<file path="src/rtl/scan_chain_ctrl_pkg.sv">
// scan_chain_ctrl_pkg: shared state encoding and limits for the scan-chain controller
package scan_chain_ctrl_pkg;
  localparam int MAX_CHAIN_LEN = 256;
  typedef enum logic [1:0] {IDLE, SHIFT_IN, CAPTURE, SHIFT_OUT} state_t;
endpackage

</file>
<file path="src/rtl/scan_chain_ctrl.sv">
// scan_chain_ctrl: shifts a pattern into a scan chain, issues one capture, unloads the response
// Ports: CLK/RST (sync, active-high reset); START+PAT request a sequence; SO is the last chain flop;
//   SE/SI drive the chain; BUSY/DONE report progress; RESP is the parallel captured response.
// Optional SCAN_CHAIN_CTRL_COMPARE_EN adds EXP (expected response, sampled at START) and MISMATCH.
module scan_chain_ctrl
  import scan_chain_ctrl_pkg::*;
#(
  parameter int CHAIN_LEN = 16
) (
  input  logic                 CLK,
  input  logic                 RST,
  input  logic                 START,
  input  logic [CHAIN_LEN-1:0] PAT,
  input  logic                 SO,
  output logic                 SE,
  output logic                 SI,
  output logic                 BUSY,
  output logic                 DONE,
`ifdef SCAN_CHAIN_CTRL_COMPARE_EN
  input  logic [CHAIN_LEN-1:0] EXP,
  output logic                 MISMATCH,
`endif
  output logic [CHAIN_LEN-1:0] RESP
);
  localparam int CNT_W = $clog2(CHAIN_LEN + 1);
  state_t state_q, state_d;
  logic [CNT_W-1:0] cnt_q, cnt_d;
  logic [CHAIN_LEN-1:0] sr_q, sr_d, sr_sh, resp_q, resp_d;
  logic se_q, se_d, si_q, si_d, busy_q, busy_d, done_q, done_d;
  logic last, start_ok, shifting;
  assign last = cnt_q == CNT_W'(CHAIN_LEN - 1);
  // One register serves both directions: pattern leaves from the top, SO enters at the bottom.
  assign sr_sh = sr_q << 1;
  assign start_ok = state_q == IDLE && START;
  assign shifting = state_q == SHIFT_IN || state_q == SHIFT_OUT;
  always_ff @(posedge CLK) begin
    if (RST) begin
      state_q <= IDLE;
      cnt_q <= '0;
      sr_q <= '0;
      resp_q <= '0;
      se_q <= 1'b0;
      si_q <= 1'b0;
      busy_q <= 1'b0;
      done_q <= 1'b0;
    end else begin
      state_q <= state_d;
      cnt_q <= cnt_d;
      sr_q <= sr_d;
      resp_q <= resp_d;
      se_q <= se_d;
      si_q <= si_d;
      busy_q <= busy_d;
      done_q <= done_d;
    end
  end
  always_comb begin
    state_d = state_q;
    case (state_q)
      IDLE:      state_d = START ? SHIFT_IN : IDLE;
      SHIFT_IN:  state_d = last ? CAPTURE : SHIFT_IN;
      CAPTURE:   state_d = SHIFT_OUT;
      SHIFT_OUT: state_d = last ? IDLE : SHIFT_OUT;
      default:   state_d = IDLE;
    endcase
  end
  always_comb begin
    cnt_d = shifting && !last ? cnt_q + 1'b1 : '0;
    sr_d = start_ok ? PAT : state_q == SHIFT_IN ? sr_sh : state_q == SHIFT_OUT ? sr_sh | CHAIN_LEN'(SO) : sr_q;
    se_d = state_d == SHIFT_IN || state_d == SHIFT_OUT;
    si_d = start_ok ? PAT[CHAIN_LEN-1] : state_q == SHIFT_IN && !last ? sr_sh[CHAIN_LEN-1] : 1'b0;
    busy_d = state_d != IDLE;
    done_d = state_q == SHIFT_OUT && last;
    resp_d = done_d ? sr_sh | CHAIN_LEN'(SO) : resp_q;
  end
  assign SE = se_q;
  assign SI = si_q;
  assign BUSY = busy_q;
  assign DONE = done_q;
  assign RESP = resp_q;
`ifdef SCAN_CHAIN_CTRL_COMPARE_EN
  logic [CHAIN_LEN-1:0] exp_q;
  logic mism_q;
  always_ff @(posedge CLK) begin
    if (RST) begin
      exp_q <= '0;
      mism_q <= 1'b0;
    end else begin
      exp_q <= start_ok ? EXP : exp_q;
      mism_q <= done_d ? |(resp_d ^ exp_q) : mism_q;
    end
  end
  assign MISMATCH = mism_q;
`endif
endmodule

</file>
<file path="config.mk">
export PLATFORM = sky130hd
export DESIGN_NAME = scan_chain_ctrl
export DESIGN_NICKNAME = d
export VERILOG_FILES = /design/src/rtl/scan_chain_ctrl_pkg.sv /design/src/rtl/scan_chain_ctrl.sv
export SDC_FILE = /design/constraint.sdc
export NUM_CORES = 1
export LEC_CHECK = 0
export ABC_AREA = 0
export BUFFER_PORTS_ARGS = -buffer_cell sky130_fd_sc_hd__buf_2
export CAP_MARGIN = 5
export CORE_ASPECT_RATIO = 1.4
export CORE_MARGIN = 4
export CORE_UTILIZATION = 40
export CTS_CLUSTER_DIAMETER = 200
export DETAILED_ROUTE_END_ITERATION = 8
export PLACE_DENSITY = 0.64
export SLEW_MARGIN = 15
export SYNTH_ARGS = -nofsm -noshare
export SYNTH_HDL_FRONTEND = slang
export SYNTH_SLANG_ARGS = --single-unit
</file>
<file path="constraint.sdc">
create_clock -name CLK -period 2.89 [get_ports CLK]
set_clock_uncertainty 0.15 [all_clocks]
set_input_delay 0.1445 -clock CLK [delete_from_list [all_inputs] [get_ports CLK]]
set_output_delay 0.1445 -clock CLK [all_outputs]
set_load 0.005 [all_outputs]
</file>
==> results.sh <==
export IMPL_outcome="finished, final reports clean"
export IMPL_antenna_found_initial=0
export IMPL_drcViolationCount=0
export IMPL_gp_congestion=0.751
export IMPL_yosys_warnings=0
export IMPL_dpl_hpwl_um=2430
export IMPL_p_per_area_nw_per_um2=550
export IMPL_reg2reg_to="RESP[6]"
export IMPL_finalInstanceArea_sq_um=1980
export IMPL_rsz0062_at_grt="no"
export IMPL_first_global_vias=1323
export IMPL_routed_wl_um=3370
export IMPL_yosys_top_cells_area="dfxtp_1 50%, a22o_1 8.9%, mux2_4 7.1%, o21a_1 6.3%, a21oi_1 4.5%"
export IMPL_cp_max_fo=17
export IMPL_initial_core_util_pct=42.2
export IMPL_final_max_slew_violation_count=0
export IMPL_post_cts_resized=0
export IMPL_reg2reg_depth=5
export IMPL_fin_setup_tns_ns=0
export IMPL_drive_gt1_share_pct=33.8
export IMPL_required_ns=2.97
export IMPL_seq_area_frac_synth_pct=50.0
export IMPL_postCtsSetupBuffers=0
export IMPL_grt_util_all_layers_pct=13.7
export IMPL_critPathKind="reg -> reg"
export IMPL_hold_viol=0
export IMPL_dpl_cell_area_sq_um=1890
export IMPL_r2r_setup_slack_ns=0.90
export IMPL_numCtsBuffers=5
export IMPL_die_y_um=84.7
export IMPL_synth_top_area_cell="dfxtp_1"
export IMPL_clk_insertion_delay_late_ns=0.29
export IMPL_cts_htree_levels=2
export IMPL_port_buffers=39
export IMPL_tightest_slew_ns=0.655
export IMPL_clkTransAtPathRegs_ns=0.08
export IMPL_setup_violations=0
export IMPL_dp_cells=233
export IMPL_slew_headroom_pct=56.3
export IMPL_ir_worst_vdd_mv=0.307
export IMPL_end_kind="register"
export IMPL_syn_area_sq_um=1680
export IMPL_avgRoutedWirePerCell_um=14.0
export IMPL_synthAdderAreaFrac_pct=2.23
export IMPL_critPathLaunchType="register"
export IMPL_fin_cells=241
export IMPL_fmax_ghz=0.503
export IMPL_synth_xor_area_share_pct=1.04
export IMPL_whs_path_depth=3
export IMPL_dieArea_sq_um=5320
export IMPL_ys_ff_latch=42
export IMPL_postCtsHoldBufs=1
export IMPL_worstPathArrival_ns=2.07
export IMPL_yosysUniqueCellTypes=28
export IMPL_grt_overflow_total=0
export IMPL_avgSynthCellArea_sq_um=10.6
export IMPL_fillers=378
export IMPL_coreArea_sq_um=3990
export IMPL_pin_count=40
export IMPL_muxShareOfSynthArea_pct=11.2
export IMPL_antenna_left=0
export IMPL_synth_top_area_share_pct=50.0
export IMPL_area_growth_pct=17.7
export IMPL_min_to="sr_q[0]"
export IMPL_root_buffer="clkbuf_8"
export IMPL_die_x_um=62.8
export IMPL_synth_top_family_by_area="compound AO/OA/AOI/OAI gates"
export IMPL_routed_via_density=5.14
export IMPL_final_min_clock_period_ns=1.99
export IMPL_cts_tree="yes"
export IMPL_maxCapViolCount=0
export IMPL_netlist_instances=158
export IMPL_clock_sinks=42
export IMPL_synth_compound_area_share_pct=21.7
export IMPL_fin_nets=221
export IMPL_min_from="PAT[0]"
export IMPL_drtIter0Drc=26
export IMPL_vias=1239
export IMPL_yosys_area_share_simple_pct=6.03
export IMPL_dr_pass1_iters=4
export IMPL_reg2reg_from="cnt_q[0]"
export IMPL_fin_crit_sh_pct=68.8
export IMPL_diodes=0
export IMPL_grt_pass1_wl_um=5890
export IMPL_cts_buffer_depth=2
export IMPL_rows=27
export IMPL_syn_nets=181
export IMPL_hp_class="in -> reg"
export IMPL_p_leak_nw=0.909
export IMPL_whs_ns=0.00457
export IMPL_grt_start_max_net_pins=22
==> worst max-delay path: stages (launching register included) <==
cell and delay, ns:
dfxtp_1 0.36, ha_1 0.18, and3_1 0.18, ha_1 0.20
and4b_1 0.63, a22o_1 0.23
==> cell usage in the layout (no fill, tap or decap) <==
| cell type | n |
|---|---|
| dfxtp_1 | 42 |
| buf_2 | 39 |
| a22o_1 | 17 |
| inv_1 | 16 |
| a21oi_1 | 15 |
| o21a_1 | 14 |
| mux2_4 | 8 |
| nor2_1 | 7 |
| mux2_2 | 6 |
| clkbuf_8 | 5 |
| buf_4 | 4 |
| nand2_1 | 3 |
| nor3_1 | 3 |
| ha_1 | 3 |
| a211oi_1 | 2 |
| clkinv_2 | 2 |
| and3_1 | 1 |
| a31oi_2 | 1 |
| and4b_1 | 1 |
| or3b_2 | 1 |
| nand3_1 | 1 |
| xor2_1 | 1 |
| xnor2_1 | 1 |
| nand2b_1 | 1 |
| nor2b_1 | 1 |
| o22a_1 | 1 |
| or2_2 | 1 |
| dlygate4sd3_1 | 1 |
==> area by class of cell <==
type	instances	area [sq um]	share of cell area, %
flip-flops and latches	42	841	42.5
multi-input cells	89	709	35.9
repair buffers	44	235	11.9
clock buffers	5	68.8	3.48
inverters	16	60.1	3.04
well taps	43	53.8	2.72
clock inverters	2	10.0	0.506
==> worst max path at each step <==
stage,startpoint,endpoint,slack (ns),cells past startpoint
floorplan,cnt_q[0],RESP[15],1.12,7
global placement,cnt_q[0],RESP[9],1.01,6
detailed placement,cnt_q[0],RESP[6],0.90,5
CTS,cnt_q[0],RESP[6],0.89,5
global route,cnt_q[0],RESP[4],0.76,5
finish,cnt_q[0],RESP[6],0.90,5
==> cells by family after synthesis <==
| kind of cell | count (synthesis) |
|---|---|
| compound gates | 50 |
| xor+xnor | 2 |
| fa+ha+maj | 3 |
| buf+inv | 27 |
| flops | 42 |
| mux | 14 |
| simple gates | 20 |
==> synth_stat cells, drive strengths merged <==
cell / instances
o21a: 14
a22o: 17
clkbuf: 3
nand2b: 1
ha: 3
and4b: 1
dfxtp: 42
mux2: 14
nor2: 7
xnor2: 1
a31oi: 1
nand2: 3
o22a: 1
nor3: 3
nand3: 1
or3b: 1
buf: 8
nor2b: 1
or2: 1
inv: 16
a21oi: 15
a211oi: 2
xor2: 1
and3: 1
==> per-layer routing <==
layer / vias up / part of all wire, % / global-route usage (%)
li1: 625 / - / -
met1: 582 / 43 / 14.7
met2: 28 / 51 / 24.8
met3: 4 / 4.4 / 4.82
met4: 0 / 1.2 / 4.82
met5: - / 0 / 0
==> sequential cells by signal, summed over array words and instances, names as in the netlist <==
register,count
BUSY,1
DONE,1
RESP,16
SE,1
SI,1
cnt_q,5
sr_q,15
state_q,2
==> metrics by stage <==
| step | setup slack [ns] | power [mW] | util [%] |
|---|---|---|---|
| after floorplan | 1.12 | 0.714 | - |
| after global placement | 1.01 | 0.742 | 47.4 |
| after detailed placement | 0.904 | 0.746 | 47.4 |
| after CTS | 0.891 | 1.10 | 49.6 |
| after global routing | 0.758 | 1.14 | 49.6 |
| final | 0.901 | 1.09 | 49.6 |
==> report_power, final <==
| group | internal [mW] | switching (mW) |
|---|---|---|
| Sequential | 0.602 | 0.0186 |
| Combinational | 0.0624 | 0.0490 |
| Clock | 0.162 | 0.193 |
(Power assumes the default switching activity.)
